[src/rtl/mem_port_arbiter_if.sv]
// Bundle of the fetch port, data port and memory command/response signals
// shared between the pipeline side (master) and the arbiter (slave).
interface mem_port_arbiter_if #(
  parameter int ADDR_W = 7,
  parameter int DATA_W = 32
);
  logic              i_req;
  logic [ADDR_W-1:0] i_addr;
  logic              i_gnt;
  logic              i_rvalid;
  logic [DATA_W-1:0] i_rdata;

  logic              d_req;
  logic              d_we;
  logic [ADDR_W-1:0] d_addr;
  logic [DATA_W-1:0] d_wdata;
  logic              d_gnt;
  logic              d_rvalid;
  logic [DATA_W-1:0] d_rdata;

  logic              stall_if;
  logic              stall_mem;

  logic              mem_en;
  logic              mem_wre;
  logic [ADDR_W-1:0] mem_addr;
  logic [DATA_W-1:0] mem_wdata;
  logic [DATA_W-1:0] mem_rdata;

  modport master (
    output i_req, i_addr, d_req, d_we, d_addr, d_wdata, mem_rdata,
    input  i_gnt, i_rvalid, i_rdata, d_gnt, d_rvalid, d_rdata,
           stall_if, stall_mem, mem_en, mem_wre, mem_addr, mem_wdata
  );

  modport slave (
    input  i_req, i_addr, d_req, d_we, d_addr, d_wdata, mem_rdata,
    output i_gnt, i_rvalid, i_rdata, d_gnt, d_rvalid, d_rdata,
           stall_if, stall_mem, mem_en, mem_wre, mem_addr, mem_wdata
  );
endinterface

[src/rtl/mem_port_arbiter.sv]
// Shares one single-port synchronous memory between fetch (I) and data (D)
// requesters: data-priority grant with a starvation bound for fetch.
module mem_port_arbiter #(
  parameter int ADDR_W       = 7,
  parameter int DATA_W       = 32,
  parameter int STARVE_LIMIT = 2
) (
  input  logic                clock,
  input  logic                reset,
  mem_port_arbiter_if.slave   bus
);

  localparam logic [3:0] LIMIT = 4'(STARVE_LIMIT);

  logic              iGnt;
  logic              dGnt;
  logic              iStarveWin;

  logic [3:0]        starveCnt_q,  starveCnt_d;
  logic              memEn_q,      memEn_d;
  logic              memWre_q,     memWre_d;
  logic [ADDR_W-1:0] memAddr_q,    memAddr_d;
  logic [DATA_W-1:0] memWdata_q,   memWdata_d;
  logic              tag0Valid_q,  tag0Valid_d;
  logic              tag0OwnerD_q, tag0OwnerD_d;
  logic              tag1Valid_q,  tag1Valid_d;
  logic              tag1OwnerD_q, tag1OwnerD_d;
  logic              iRvalid_q,    iRvalid_d;
  logic              dRvalid_q,    dRvalid_d;
  logic [DATA_W-1:0] iRdata_q,     iRdata_d;
  logic [DATA_W-1:0] dRdata_q,     dRdata_d;

  // Fetch overrides data only once it has lost STARVE_LIMIT cycles in a row.
  always_comb begin
    iStarveWin = bus.i_req && (starveCnt_q == LIMIT);
    dGnt       = bus.d_req && !iStarveWin;
    iGnt       = bus.i_req && !dGnt;
  end

  always_comb begin
    starveCnt_d  = starveCnt_q;
    memEn_d      = 1'b0;
    memWre_d     = 1'b0;
    memAddr_d    = memAddr_q;
    memWdata_d   = memWdata_q;
    tag0Valid_d  = 1'b0;
    tag0OwnerD_d = 1'b0;
    tag1Valid_d  = tag0Valid_q;
    tag1OwnerD_d = tag0OwnerD_q;
    iRvalid_d    = 1'b0;
    dRvalid_d    = 1'b0;
    iRdata_d     = iRdata_q;
    dRdata_d     = dRdata_q;

    if (!bus.i_req || iGnt) begin
      starveCnt_d = 4'd0;
    end else if (dGnt && (starveCnt_q < LIMIT)) begin
      starveCnt_d = starveCnt_q + 4'd1;
    end

    if (dGnt) begin
      memEn_d      = 1'b1;
      memWre_d     = bus.d_we;
      memAddr_d    = bus.d_addr;
      memWdata_d   = bus.d_wdata;
      tag0Valid_d  = !bus.d_we;
      tag0OwnerD_d = 1'b1;
    end else if (iGnt) begin
      memEn_d      = 1'b1;
      memAddr_d    = bus.i_addr;
      memWdata_d   = '0;
      tag0Valid_d  = 1'b1;
    end

    // Stage 1 marks the cycle where the memory output belongs to this read.
    if (tag1Valid_q) begin
      if (tag1OwnerD_q) begin
        dRvalid_d = 1'b1;
        dRdata_d  = bus.mem_rdata;
      end else begin
        iRvalid_d = 1'b1;
        iRdata_d  = bus.mem_rdata;
      end
    end
  end

  always_ff @(posedge clock or negedge reset) begin
    if (!reset) begin
      starveCnt_q  <= 4'd0;
      memEn_q      <= 1'b0;
      memWre_q     <= 1'b0;
      memAddr_q    <= '0;
      memWdata_q   <= '0;
      tag0Valid_q  <= 1'b0;
      tag0OwnerD_q <= 1'b0;
      tag1Valid_q  <= 1'b0;
      tag1OwnerD_q <= 1'b0;
      iRvalid_q    <= 1'b0;
      dRvalid_q    <= 1'b0;
      iRdata_q     <= '0;
      dRdata_q     <= '0;
    end else begin
      starveCnt_q  <= starveCnt_d;
      memEn_q      <= memEn_d;
      memWre_q     <= memWre_d;
      memAddr_q    <= memAddr_d;
      memWdata_q   <= memWdata_d;
      tag0Valid_q  <= tag0Valid_d;
      tag0OwnerD_q <= tag0OwnerD_d;
      tag1Valid_q  <= tag1Valid_d;
      tag1OwnerD_q <= tag1OwnerD_d;
      iRvalid_q    <= iRvalid_d;
      dRvalid_q    <= dRvalid_d;
      iRdata_q     <= iRdata_d;
      dRdata_q     <= dRdata_d;
    end
  end

  assign bus.i_gnt     = iGnt;
  assign bus.d_gnt     = dGnt;
  assign bus.stall_if  = bus.i_req && !iGnt;
  assign bus.stall_mem = bus.d_req && !dGnt;
  assign bus.mem_en    = memEn_q;
  assign bus.mem_wre   = memWre_q;
  assign bus.mem_addr  = memAddr_q;
  assign bus.mem_wdata = memWdata_q;
  assign bus.i_rvalid  = iRvalid_q;
  assign bus.i_rdata   = iRdata_q;
  assign bus.d_rvalid  = dRvalid_q;
  assign bus.d_rdata   = dRdata_q;

endmodule

[src/flat_wrapper.sv]
// flat-port wrapper written by rule: the top's interface ports become plain ports
module mem_port_arbiter_flat 
#(
  parameter int ADDR_W       = 7,
  parameter int DATA_W       = 32,
  parameter int STARVE_LIMIT = 2
)
  (clock, reset, bus_i_req, bus_i_addr, bus_d_req, bus_d_we, bus_d_addr, bus_d_wdata, bus_mem_rdata, bus_i_gnt, bus_i_rvalid, bus_i_rdata, bus_d_gnt, bus_d_rvalid, bus_d_rdata, bus_stall_if, bus_stall_mem, bus_mem_en, bus_mem_wre, bus_mem_addr, bus_mem_wdata);
  mem_port_arbiter_if #(.ADDR_W(ADDR_W), .DATA_W(DATA_W)) bus_i ();
  input  logic clock;
  input  logic reset;
  input wire logic [$bits(bus_i.i_req)-1:0] bus_i_req;
  input wire logic [$bits(bus_i.i_addr)-1:0] bus_i_addr;
  input wire logic [$bits(bus_i.d_req)-1:0] bus_d_req;
  input wire logic [$bits(bus_i.d_we)-1:0] bus_d_we;
  input wire logic [$bits(bus_i.d_addr)-1:0] bus_d_addr;
  input wire logic [$bits(bus_i.d_wdata)-1:0] bus_d_wdata;
  input wire logic [$bits(bus_i.mem_rdata)-1:0] bus_mem_rdata;
  output wire logic [$bits(bus_i.i_gnt)-1:0] bus_i_gnt;
  output wire logic [$bits(bus_i.i_rvalid)-1:0] bus_i_rvalid;
  output wire logic [$bits(bus_i.i_rdata)-1:0] bus_i_rdata;
  output wire logic [$bits(bus_i.d_gnt)-1:0] bus_d_gnt;
  output wire logic [$bits(bus_i.d_rvalid)-1:0] bus_d_rvalid;
  output wire logic [$bits(bus_i.d_rdata)-1:0] bus_d_rdata;
  output wire logic [$bits(bus_i.stall_if)-1:0] bus_stall_if;
  output wire logic [$bits(bus_i.stall_mem)-1:0] bus_stall_mem;
  output wire logic [$bits(bus_i.mem_en)-1:0] bus_mem_en;
  output wire logic [$bits(bus_i.mem_wre)-1:0] bus_mem_wre;
  output wire logic [$bits(bus_i.mem_addr)-1:0] bus_mem_addr;
  output wire logic [$bits(bus_i.mem_wdata)-1:0] bus_mem_wdata;
  assign bus_i.i_req = bus_i_req;
  assign bus_i.i_addr = bus_i_addr;
  assign bus_i.d_req = bus_d_req;
  assign bus_i.d_we = bus_d_we;
  assign bus_i.d_addr = bus_d_addr;
  assign bus_i.d_wdata = bus_d_wdata;
  assign bus_i.mem_rdata = bus_mem_rdata;
  assign bus_i_gnt = bus_i.i_gnt;
  assign bus_i_rvalid = bus_i.i_rvalid;
  assign bus_i_rdata = bus_i.i_rdata;
  assign bus_d_gnt = bus_i.d_gnt;
  assign bus_d_rvalid = bus_i.d_rvalid;
  assign bus_d_rdata = bus_i.d_rdata;
  assign bus_stall_if = bus_i.stall_if;
  assign bus_stall_mem = bus_i.stall_mem;
  assign bus_mem_en = bus_i.mem_en;
  assign bus_mem_wre = bus_i.mem_wre;
  assign bus_mem_addr = bus_i.mem_addr;
  assign bus_mem_wdata = bus_i.mem_wdata;
  mem_port_arbiter #(.ADDR_W(ADDR_W), .DATA_W(DATA_W), .STARVE_LIMIT(STARVE_LIMIT)) u_core (.clock(clock), .reset(reset), .bus(bus_i));
endmodule
[config.mk]
export PLATFORM = sky130hd
export DESIGN_NAME = mem_port_arbiter_flat
export DESIGN_NICKNAME = d
export VERILOG_FILES = /design/src/rtl/mem_port_arbiter_if.sv /design/src/rtl/mem_port_arbiter.sv /design/src/flat_wrapper.sv
export SDC_FILE = /design/constraint.sdc
export NUM_CORES = 1
export LEC_CHECK = 0
export BUFFER_PORTS_ARGS = -buffer_cell sky130_fd_sc_hd__buf_2
export CORE_MARGIN = 3
export CORE_UTILIZATION = 25
export DETAILED_ROUTE_END_ITERATION = 10
export GPL_TIMING_DRIVEN = 0
export REMOVE_ABC_BUFFERS = 1
export SETUP_SLACK_MARGIN = 0.1
export SLEW_MARGIN = 20
export SYNTH_ARGS = -nofsm -noshare
export SYNTH_HDL_FRONTEND = slang
export SYNTH_SLANG_ARGS = --single-unit
[constraint.sdc]
create_clock -name clock -period 2.37 [get_ports clock]
set_input_delay 0.237 -clock clock [delete_from_list [all_inputs] [get_ports clock]]
set_output_delay 0.237 -clock clock [all_outputs]
set_load 0.1 [all_outputs]
==> results of run 1 <==
final cells by class:
type                            instances  area (sq um)
Fill cell                            1703         11100
Sequential cell                       115          2880
Multi-Input combinational cell        164          1550
Timing Repair Buffer                  204          1150
Clock buffer                           22           474
Tap cell                              225           282
Clock inverter                         10          82.6
Inverter                                3          11.3
cells in the mapped netlist:
master and count:
sky130_fd_sc_hd__dfrtp_1 115, sky130_fd_sc_hd__mux2_2 78, sky130_fd_sc_hd__a21o_1 32, sky130_fd_sc_hd__nor3b_1 32, sky130_fd_sc_hd__buf_2 10, sky130_fd_sc_hd__buf_4 4, sky130_fd_sc_hd__buf_6 4, sky130_fd_sc_hd__clkbuf_1 3
sky130_fd_sc_hd__inv_1 3, sky130_fd_sc_hd__and2_1 2, sky130_fd_sc_hd__and3_1 2, sky130_fd_sc_hd__ha_1 2, sky130_fd_sc_hd__nor2b_1 2, sky130_fd_sc_hd__nor3_1 2, sky130_fd_sc_hd__a21boi_0 1, sky130_fd_sc_hd__a21oi_1 1
sky130_fd_sc_hd__a31oi_4 1, sky130_fd_sc_hd__and3b_1 1, sky130_fd_sc_hd__and4_1 1, sky130_fd_sc_hd__nand2_1 1, sky130_fd_sc_hd__nor2_1 1, sky130_fd_sc_hd__nor2_2 1, sky130_fd_sc_hd__o211a_1 1, sky130_fd_sc_hd__or2_2 1
sky130_fd_sc_hd__xnor2_1 1
worst paths after layout:
kind,slack (ns),depth (start not counted),to
worst min register to register,0.35,0,u_core.tag1OwnerD_q
min in group asynchronous,0.37,2,u_core.bus.i_rdata[12]
max in group asynchronous,1.33,3,u_core.starveCnt_q[2]
worst max register to register,0.80,4,u_core.bus.mem_addr[3]
worst max-delay path,0.24,6,bus_i_gnt
worst min-delay path,0.03,2,u_core.bus.mem_wdata[28]
stage by stage:
step | worst slack (ns) | instances | hold slack [ns] | TNS, ns
3_5_place_dp | -0.233 | 703 | 0.226 | -0.429
6_report | 0.240 | 743 | 0.0271 | 0
5_1_grt | 0.119 | 743 | 0.00580 | 0
2_1_floorplan | -0.634 | 281 | -0.0586 | -1.66
4_1_cts | 0.0627 | 741 | 0.000938 | 0
3_3_place_gp | -1.00 | 699 | 0.333 | -60.14
cells by family after synthesis:
family          Yosys count  share of synthesized area [%]
fa+ha+maj                 2                          0.550
compound gates           36                           6.25
mux                      78                           19.3
buf+inv                  24                           3.25
flops                   115                           63.3
simple gates             46                           7.15
xor+xnor                  1                          0.193
registers in the layout (all words and copies together) (netlist names):
signal	cells
u_core.bus.mem_en	1
u_core.bus.d_rvalid	1
u_core.starveCnt_q	4
u_core.bus.mem_wdata	32
u_core.tag0Valid_q	1
u_core.tag1OwnerD_q	1
u_core.tag1Valid_q	1
u_core.bus.i_rvalid	1
u_core.bus.i_rdata	32
u_core.bus.mem_wre	1
u_core.bus.mem_addr	7
u_core.bus.d_rdata	32
u_core.tag0OwnerD_q	1
per-layer routing:
| metal | wire length (microns) | part of all wire [%] |
|---|---|---|
| met5 | 13 | 0.12 |
| met4 | 187 | 1.7 |
| met2 | 5210 | 47 |
| met3 | 1140 | 10 |
| met1 | 4530 | 41 |
report_power, final:
group	leakage (uW)	internal [uW]	total (uW)	switching (uW)
sequential	0.00138	2230	2340	118
combinational	0.00160	492	2760	2270
clock	0.000271	1510	2380	865
total	0.00325	4230	7480	3250
what timing repair did:
item	in CTS	in global routing
endpoints found under the hold margin	55	0
setup endpoints to repair	3	3
gates resized for setup	2	6
pin swaps	1	1
hold buffers	3	0
cloned	1	1
buffers inserted	2	1
worst register-to-register path, stage by stage, from the launching register on:
cell	delay [ns]
sky130_fd_sc_hd__dfrtp_1	0.43
sky130_fd_sc_hd__ha_2	0.23
sky130_fd_sc_hd__a31oi_4	0.23
sky130_fd_sc_hd__clkbuf_16	0.21
sky130_fd_sc_hd__mux2_2	0.35
==> reports/summary.txt, run 1 <==
====================================================================================
Status                                                                     completed
Core Box Area                                                           17,500 sq um
Cell-by-cell listing of the critical path                               inv_1 -> ha_2 -> a31oi_4 -> clkbuf_16 -> nor2b_1 -> buf_6
Commonest non-fill, non-tap cells in the layout                         190 x sky130_fd_sc_hd__buf_2, 115 x sky130_fd_sc_hd__dfrtp_1, 78 x sky130_fd_sc_hd__mux2_2, 32 x sky130_fd_sc_hd__nor3b_1, 32 x sky130_fd_sc_hd__a21o_1
Final Critical Period                                                        2.13 ns
Largest net degree at the start of global routing                                 63
Max-slew violation total from the final report                                     0
Unrepaired setup endpoints after global routing                                false
Cell accounting for the most synthesized area                           sky130_fd_sc_hd__dfrtp_1
Diode count                                                                        0
Latest clock arrival within the worst-skew pair                              0.41 ns
Total global-route track usage                                                 11.4%
Most used routing layer                                                         met2
Yosys cell types                                                                  25
Slew at the pin closest to its max-slew limit                               0.945 ns
Core Rows                                                                         48
Routability cong.                                                              0.756
Top cell family by delay on the critical path                           buffers and inverters
Number of synthesized register bits                                              115
Met3 routing resource usage after global routing                               5.29%
Netlist Area Pre-Place                                                    4550 sq um
Fraction of the yosys area taken by sequential cells                           63.3%
Vias in the first global route                                                 3,391
DR DRC count                                                                       0
DP Area                                                                   5770 sq um
Max_slew headroom                                                              37.0%
Top cells by area in the synthesized netlist                            sky130_fd_sc_hd__dfrtp_1 63%, sky130_fd_sc_hd__mux2_2 19%, sky130_fd_sc_hd__a21o_1 5.3%
Count of buffering cells on the critical path with inverters included              3
Instance count of the mapped netlist                                             302
Iteration-0 DRC count of the detailed router                                      71
Worst Path Max Fanout                                                             15
Critical path launch point type                                                 flop
Final antenna-violating net count                                                  0
PD cells                                                                1160 nW/um^2
Synthesis Warnings                                                                 0
I/O pin count                                                                    194
Final period util                                                              89.9%
Routed Wire Length                                                      11,100 microns
Layout Utilization                                                             36.6%
Synth top area share                                                           63.3%
Hold Path Class                                                            in -> reg
Residual overflow from global routing                                              0
Average wire length per cell after detail routing                       14.9 microns
TritonCTS clock tree                                                           built
Detail Placement HPWL                                                   7730 microns
Proportion of layout cells with a drive suffix above 1                         61.0%
TritonCTS buffer count                                                            17
Startpoint of the most critical setup path                              u_core.starveCnt_q[0]
Initial antenna violation count                                                    1
Start of the worst register-to-register path                            u_core.starveCnt_q[1]
Port Buf Inserts                                                                 193
Final setup skew                                                          0.00884 ns
CTS Buffer Depth                                                                   2
Hold violation count in the final report                                           0
Routing usage on met2                                                          18.1%
Data required time at the worst endpoint                                     2.13 ns
Die Span X                                                               141 microns
Worst voltage drop across the vdd grid                                    0.000756 V
Total number of clock tree sinks                                                 115
Die ar.                                                                 19,800 sq um
Commonest non-fill, non-tap cell in the layout                          sky130_fd_sc_hd__buf_2
Arrival time worst endpoint                                                  1.89 ns
DR vias/cell                                                                    4.31
Leakage Power                                                             0.00325 uW
Total setup violations reported at the end of the flow                             0
Source of the worst hold timing path                                    bus_d_wdata[28]
Average instance area after synthesis                                     15.1 sq um
Vertical die dimension                                                   141 microns
Fin nets                                                                         590
Crit path largest cell delay                                                 0.39 ns
Reg clk slew, reported paths                                                 0.06 ns
Crit end category                                                       primary output
Max-cap viol count                                                                 0
Fraction of met1 tracks used by global routing                                 13.5%
Via count of the routed design                                                 3,199
H-tree level count                                                                 4
First drt pass iteration count                                                     4
First-pass GRT wire length                                              17,900 microns
Area added between synthesis and finish                                        41.3%
Initial core utilization                                                       25.9%
Pwr Total                                                                    7480 uW
WS Path Type                                                              reg -> out
Peak Freq                                                                  0.469 GHz
Area of all placed cells without fillers                                  6420 sq um
Max stage delay cell, worst path                                        sky130_fd_sc_hd__dfrtp_1
Root buffer selected by CTS                                             sky130_fd_sc_hd__clkbuf_16
====================================================================================
Note: power is estimated with default switching activity, not from simulation.
==> run 2, diff against run 1 <==
==> constraint.sdc (replaced) <==
create_clock -name clock -period 2.3 [get_ports clock]
set_input_delay 0.23 -clock clock [delete_from_list [all_inputs] [get_ports clock]]
set_output_delay 0.23 -clock clock [all_outputs]
set_load 0.1 [all_outputs]
==> reports/summary.txt, run 2 (synthesized netlist as in run 1, its figures left out) <==
=====================================================================
Detail Placement HPWL                                    7730 microns   unchanged
Residual overflow from global routing                               0   unchanged
Data required time at the worst endpoint                      2.07 ns   -0.06 ns
Final period util                                               92.1%
Final Critical Period                                         2.12 ns
Peak Freq                                                   0.472 GHz
Total setup violations reported at the end of the flow              0   unchanged
Total number of clock tree sinks                                  115   unchanged
Hold Path Class                                             in -> reg
Leakage Power                                              0.00330 uW   +1.3%
TritonCTS clock tree                                            built
TritonCTS buffer count                                             17   unchanged
Max-slew violation total from the final report                      0   unchanged
Vertical die dimension                                    141 microns   unchanged
Root buffer selected by CTS                              sky130_fd_sc_hd__clkbuf_16
DR DRC count                                                        0   unchanged
Commonest non-fill, non-tap cells in the layout          189 x sky130_fd_sc_hd__buf_2, 115 x sky130_fd_sc_hd__dfrtp_1, 78 x sky130_fd_sc_hd__mux2_2, 32 x sky130_fd_sc_hd__nor3b_1, 32 x sky130_fd_sc_hd__a21o_1
Iteration-0 DRC count of the detailed router                       71   unchanged
Layout fillers                                                  1,693   -0.59%
Diode count                                                         0   unchanged
Max-cap viol count                                                  0   unchanged
Total global-route track usage                                  11.5%   +0.092 points
CTS Buffer Depth                                                    2   unchanged
First drt pass iteration count                                      4   unchanged
Average wire length per cell after detail routing        14.9 microns   +0.16%
DP Area                                                    5770 sq um   unchanged
Port Buf Inserts                                                  193   unchanged
Worst voltage drop across the vdd grid                     0.000780 V   +3.1%
Unrepaired setup endpoints after global routing                  true
Commonest non-fill, non-tap cell in the layout           sky130_fd_sc_hd__buf_2
Core Box Area                                            17,500 sq um   unchanged
First-pass GRT wire length                               18,000 microns   +0.77%
Slew at the pin closest to its max-slew limit                0.959 ns   +0.0141 ns
Arrival time worst endpoint                                   1.89 ns   about the same
Fin nets                                                          600   +1.7%
Summed negative setup slack over all endpoints                   0 ns   unchanged
Final setup skew                                            0.0111 ns   +0.00227 ns
PD cells                                                 1190 nW/um^2   +1.9%
Via count of the routed design                                  3,245   +1.4%
DR vias/cell                                                     4.31   about the same
Crit end category                                        primary output
Proportion of layout cells with a drive suffix above 1          60.4%   -0.59 points
Final antenna-violating net count                                   0   unchanged
Vias in the first global route                                  3,411   +0.59%
Routability cong.                                               0.756   unchanged
Routed Wire Length                                       11,300 microns   +1.5%
Reg clk slew, reported paths                                  0.06 ns   about the same
Area added between synthesis and finish                         43.3%
Status                                                      completed
Largest net degree at the start of global routing                  63   unchanged
Hold violation count in the final report                            0   unchanged
Worst Path Max Fanout                                              12   -3
Max_slew headroom                                               36.1%   -0.94 points
Initial antenna violation count                                     0   -1
Latest clock arrival within the worst-skew pair               0.41 ns   about the same
Core Rows                                                          48   unchanged
Die Span X                                                141 microns   unchanged
Area of all placed cells without fillers                   6510 sq um   +1.4%
I/O pin count                                                     194   unchanged
Initial core utilization                                        25.9%   unchanged
Die ar.                                                  19,800 sq um   unchanged
WS Path Type                                               reg -> out
H-tree level count                                                  4   unchanged
Critical path launch point type                                  flop
=====================================================================
## run 2: changes by cell type in the layout (fill, tap and decap cells not counted)
cell                            change
sky130_fd_sc_hd__buf_12             -1
sky130_fd_sc_hd__buf_2              -1
sky130_fd_sc_hd__buf_4              +3
sky130_fd_sc_hd__buf_8              +1
sky130_fd_sc_hd__clkbuf_4           +1
sky130_fd_sc_hd__dlygate4sd3_1      +7
## run 2: per-stage QoR
stage / util, % / hold WS [ns] / setup WS (ns) / power, uW / cells
floorplan: - / -0.0656 / -0.697 / 4740 / 281
CTS: 36.9 / 0.000107 / 0.105 / 7820 / 748
detailed placement: 32.9 / 0.219 / -0.289 / 5300 / 703
finish: 37.1 / 0.0257 / 0.181 / 7730 / 753
global placement: 32.3 / 0.333 / -1.07 / 5230 / 699
global route: 37.1 / 0.00155 / 0.0683 / 8040 / 753
## run 2: final timing paths
path | from | endpoint | slack (ns) | cells past startpoint
max | u_core.starveCnt_q[0] | bus_i_gnt | 0.18 | 6
min | bus_d_wdata[10] | u_core.bus.mem_wdata[10] | 0.03 | 2
max reg2reg | u_core.starveCnt_q[1] | u_core.bus.mem_addr[1] | 0.64 | 5
min reg2reg | u_core.tag0OwnerD_q | u_core.tag1OwnerD_q | 0.35 | 0
max in group asynchronous | reset | u_core.starveCnt_q[2] | 1.26 | 3
min in group asynchronous | reset | u_core.bus.i_rdata[12] | 0.37 | 2
## run 2: report_power, final
| part | internal (uW) | leakage, uW | switching [uW] |
|---|---|---|---|
| registers | 2290 | 0.00138 | 122 |
| logic | 518 | 0.00164 | 2340 |
| clock network | 1560 | 0.000271 | 897 |
| total | 4370 | 0.00330 | 3360 |
## run 2: worst max-delay path, stage by stage, from the launching register on
cell and delay [ns]:
sky130_fd_sc_hd__dfrtp_1 0.39, sky130_fd_sc_hd__inv_1 0.10, sky130_fd_sc_hd__ha_2 0.24, sky130_fd_sc_hd__a31oi_4 0.13, sky130_fd_sc_hd__clkbuf_16 0.25, sky130_fd_sc_hd__nor2b_1 0.15
sky130_fd_sc_hd__buf_6 0.24
## run 2: final cells by class
type,instances,area [sq um],share of cell area (%)
timing repair buffer,214,1240,19.0
clock buffer,22,474,7.28
clock inverter,10,82.6,1.27
sequential,115,2880,44.2
inverter,3,11.3,0.173
multi-input combinational,164,1550,23.7
tap,225,282,4.32
## run 2: metal layers
layer | vias to the layer above | track usage, % | part of all wire [%]
met3 | 17 | 5.22 | 10
met5 | - | 0 | 0
met2 | 151 | 18.3 | 47
met4 | 0 | 4.59 | 1.6
li1 | 1506 | - | -
met1 | 1571 | 13.6 | 41
## run 2: timing repair
action,CTS,global route
resized for setup,6,2
pin swaps,1,1
endpoints found under the setup margin,3,3
hold buffers,10,0
gates cloned,1,1
hold endpoints to repair,62,0
buffers inserted,2,4
==> run 3, diff against run 2 <==
==> constraint.sdc (replaced) <==
create_clock -name clock -period 2.3 [get_ports clock]
set_input_delay 0.115 -clock clock [delete_from_list [all_inputs] [get_ports clock]]
set_output_delay 0.115 -clock clock [all_outputs]
set_load 0.1 [all_outputs]
==> reports/summary.txt, run 3 (synthesized netlist as in run 1, its figures left out) <==
====================================================================================
Status                                                                     completed
Die ar.                                                                 19,800 sq um   unchanged
Fraction of met1 tracks used by global routing                                 14.0%   +0.44 points
Max stage delay cell, worst path                                        sky130_fd_sc_hd__dfrtp_1
Top cell family by delay on the critical path                           buffers and inverters
Routed Wire Length                                                      11,700 microns   +3.7%
Total setup violations reported at the end of the flow                             0   unchanged
Fin nets                                                                         658   +9.7%
TritonCTS buffer count                                                            17   unchanged
Hold violation count in the final report                                           0   unchanged
Data required time at the worst endpoint                                     2.18 ns   +0.11 ns
Layout Cells excl Fill                                                           811   +7.7%
Hold Path Class                                                            in -> reg
Max-slew violation total from the final report                                     0   unchanged
Depth of the worst register-to-register path                                       4   -1
Placed instance count                                                            703   unchanged
Final period util                                                              92.3%   +0.21 points
Max-cap viol count                                                                 0   unchanged
Average wire length per cell after detail routing                       14.4 microns   -3.7%
Routing usage on met2                                                          19.9%   +1.5 points
Detail Placement HPWL                                                   7730 microns   unchanged
Total number of clock tree sinks                                                 115   unchanged
I/O pin count                                                                    194   unchanged
First-pass GRT wire length                                              19,000 microns   +5.6%
Diode count                                                                        0   unchanged
Via count of the routed design                                                 3,450   +6.3%
Die Span X                                                               141 microns   unchanged
Proportion of layout cells with a drive suffix above 1                         53.4%   -7.0 points
Largest net degree at the start of global routing                                 63   unchanged
Initial core utilization                                                       25.9%   unchanged
Core Box Area                                                           17,500 sq um   unchanged
Peak Freq                                                                  0.471 GHz   -0.22%
Final setup skew                                                          0.00956 ns   -0.00156 ns
Core Rows                                                                         48   unchanged
Area added between synthesis and finish                                        56.1%
Critical path depth in cells                                                       5   -1
Hold Path Cell Cnt                                                                 3   +1
WS Path Type                                                              reg -> out
Routability cong.                                                              0.756   unchanged
Commonest non-fill, non-tap cell in the layout                          sky130_fd_sc_hd__buf_2
Max_slew headroom                                                              34.6%   -1.5 points
Initial antenna violation count                                                    0   unchanged
Area of all sequential standard cells                                     2880 sq um   unchanged
Arrival time worst endpoint                                                  2.01 ns   +0.12 ns
Most used routing layer                                                         met2
Slew at the pin closest to its max-slew limit                               0.981 ns   +0.0221 ns
TritonCTS clock tree                                                           built
DR DRC count                                                                       0   unchanged
Root buffer selected by CTS                                             sky130_fd_sc_hd__clkbuf_16
Critical path launch point type                                                 flop
Vertical die dimension                                                   141 microns   unchanged
Leakage Power                                                             0.00354 uW   +7.2%
Residual overflow from global routing                                              0   unchanged
Latest clock arrival within the worst-skew pair                              0.41 ns   about the same
CTS Buffer Depth                                                                   2   unchanged
Commonest non-fill, non-tap cells in the layout                         189 x sky130_fd_sc_hd__buf_2, 115 x sky130_fd_sc_hd__dfrtp_1, 78 x sky130_fd_sc_hd__mux2_2, 73 x sky130_fd_sc_hd__dlygate4sd3_1
Multi-input combinational cell area                                       1540 sq um   -0.16%
Final Critical Period                                                        2.12 ns   +0.00475 ns
Crit path largest cell delay                                                 0.43 ns   +0.04 ns
Unrepaired setup endpoints after global routing                                 true
Worst voltage drop across the vdd grid                                    0.000779 V   about the same
Port Buf Inserts                                                                 193   unchanged
H-tree level count                                                                 4   unchanged
Worst Path Max Fanout                                                             29   +17
Reg clk slew, reported paths                                                 0.05 ns   about the same
Crit end category                                                       primary output
Cell-by-cell listing of the critical path                               ha_1 -> a31oi_4 -> buf_16 -> and2_1 -> buf_6
Iteration-0 DRC count of the detailed router                                     107   +51%
Layout fillers                                                                 1,627   -3.9%
PD cells                                                                1100 nW/um^2   -7.5%
DR vias/cell                                                                    4.25   -1.3%
Final antenna-violating net count                                                  0   unchanged
First drt pass iteration count                                                     4   unchanged
Vias in the first global route                                                 3,755   +10%
Total global-route track usage                                                 12.0%   +0.51 points
Met3 routing resource usage after global routing                               4.78%   -0.44 points
Count of buffering cells on the critical path with inverters included              2   -1
Min Hold Slack                                                             0.0686 ns   +0.0428 ns
====================================================================================
## run 3: cell types whose count changed in the layout (fill, tap and decap cells not counted)
cell	previous run	this run
sky130_fd_sc_hd__buf_4	6	2
sky130_fd_sc_hd__ha_1	1	2
sky130_fd_sc_hd__ha_2	1	0
sky130_fd_sc_hd__clkbuf_16	18	17
sky130_fd_sc_hd__buf_16	1	2
sky130_fd_sc_hd__dlygate4sd3_1	10	73
sky130_fd_sc_hd__buf_8	1	0
## run 3: worst paths after layout
path | start | to | slack, ns
worst max register to register | u_core.starveCnt_q[1] | u_core.bus.mem_addr[1] | 0.61
max in group asynchronous | reset | u_core.starveCnt_q[2] | 1.38
worst max-delay path | u_core.starveCnt_q[1] | bus_stall_if | 0.18
min in group asynchronous | reset | u_core.bus.i_rdata[12] | 0.25
worst min-delay path | bus_i_addr[2] | u_core.bus.mem_addr[2] | 0.07
worst min register to register | u_core.tag0OwnerD_q | u_core.tag1OwnerD_q | 0.35
## run 3: worst min-delay path, delay by kind of cell
family	cells	cell delay, ns
buffers and inverters	1	0.07
muxes	2	0.25
## run 3: area by class of cell
cell class / instances / area share, %
inverters: 3 / 0.159
well taps: 225 / 3.97
flip-flops and latches: 115 / 40.5
repair buffers: 272 / 25.7
clock inverters: 10 / 1.16
clock buffers: 22 / 6.68
multi-input cells: 164 / 21.7
## run 3: through the flow
stage               utilization [%]  power, uW  TNS [ns]  area [sq um]  worst slack, ns
global route                   40.5       8110         0          7100           0.0659
floorplan                         -       4740     -4.12          4410           -0.582
global placement               32.3       5230    -55.58          5660            -1.07
finish                         40.5       7790         0          7100            0.176
CTS                            40.4       7900         0          7090            0.115
detailed placement             32.9       5300   -0.0812          5770          -0.0592
## run 3: repair_timing
action | 4_1_cts | 5_1_grt
pin swaps | 1 | 0
gates cloned | 1 | 0
endpoints found under the setup margin | 3 | 3
endpoints found under the hold margin | 158 | 0
setup buffers | 2 | 0
hold buffers | 73 | 0
resized for setup | 2 | 3
## run 3: layer usage
layer	up-vias	wire (microns)
met5	-	0
met4	0	137
met3	12	999
met2	156	5680
met1	1661	4850
li1	1621	-
## run 3: power by group
group,total (uW),leakage (uW),internal (uW),switching (uW)
sequential,2420,0.00138,2290,124
clock,2440,0.000271,1560,882
combinational,2940,0.00188,580,2360
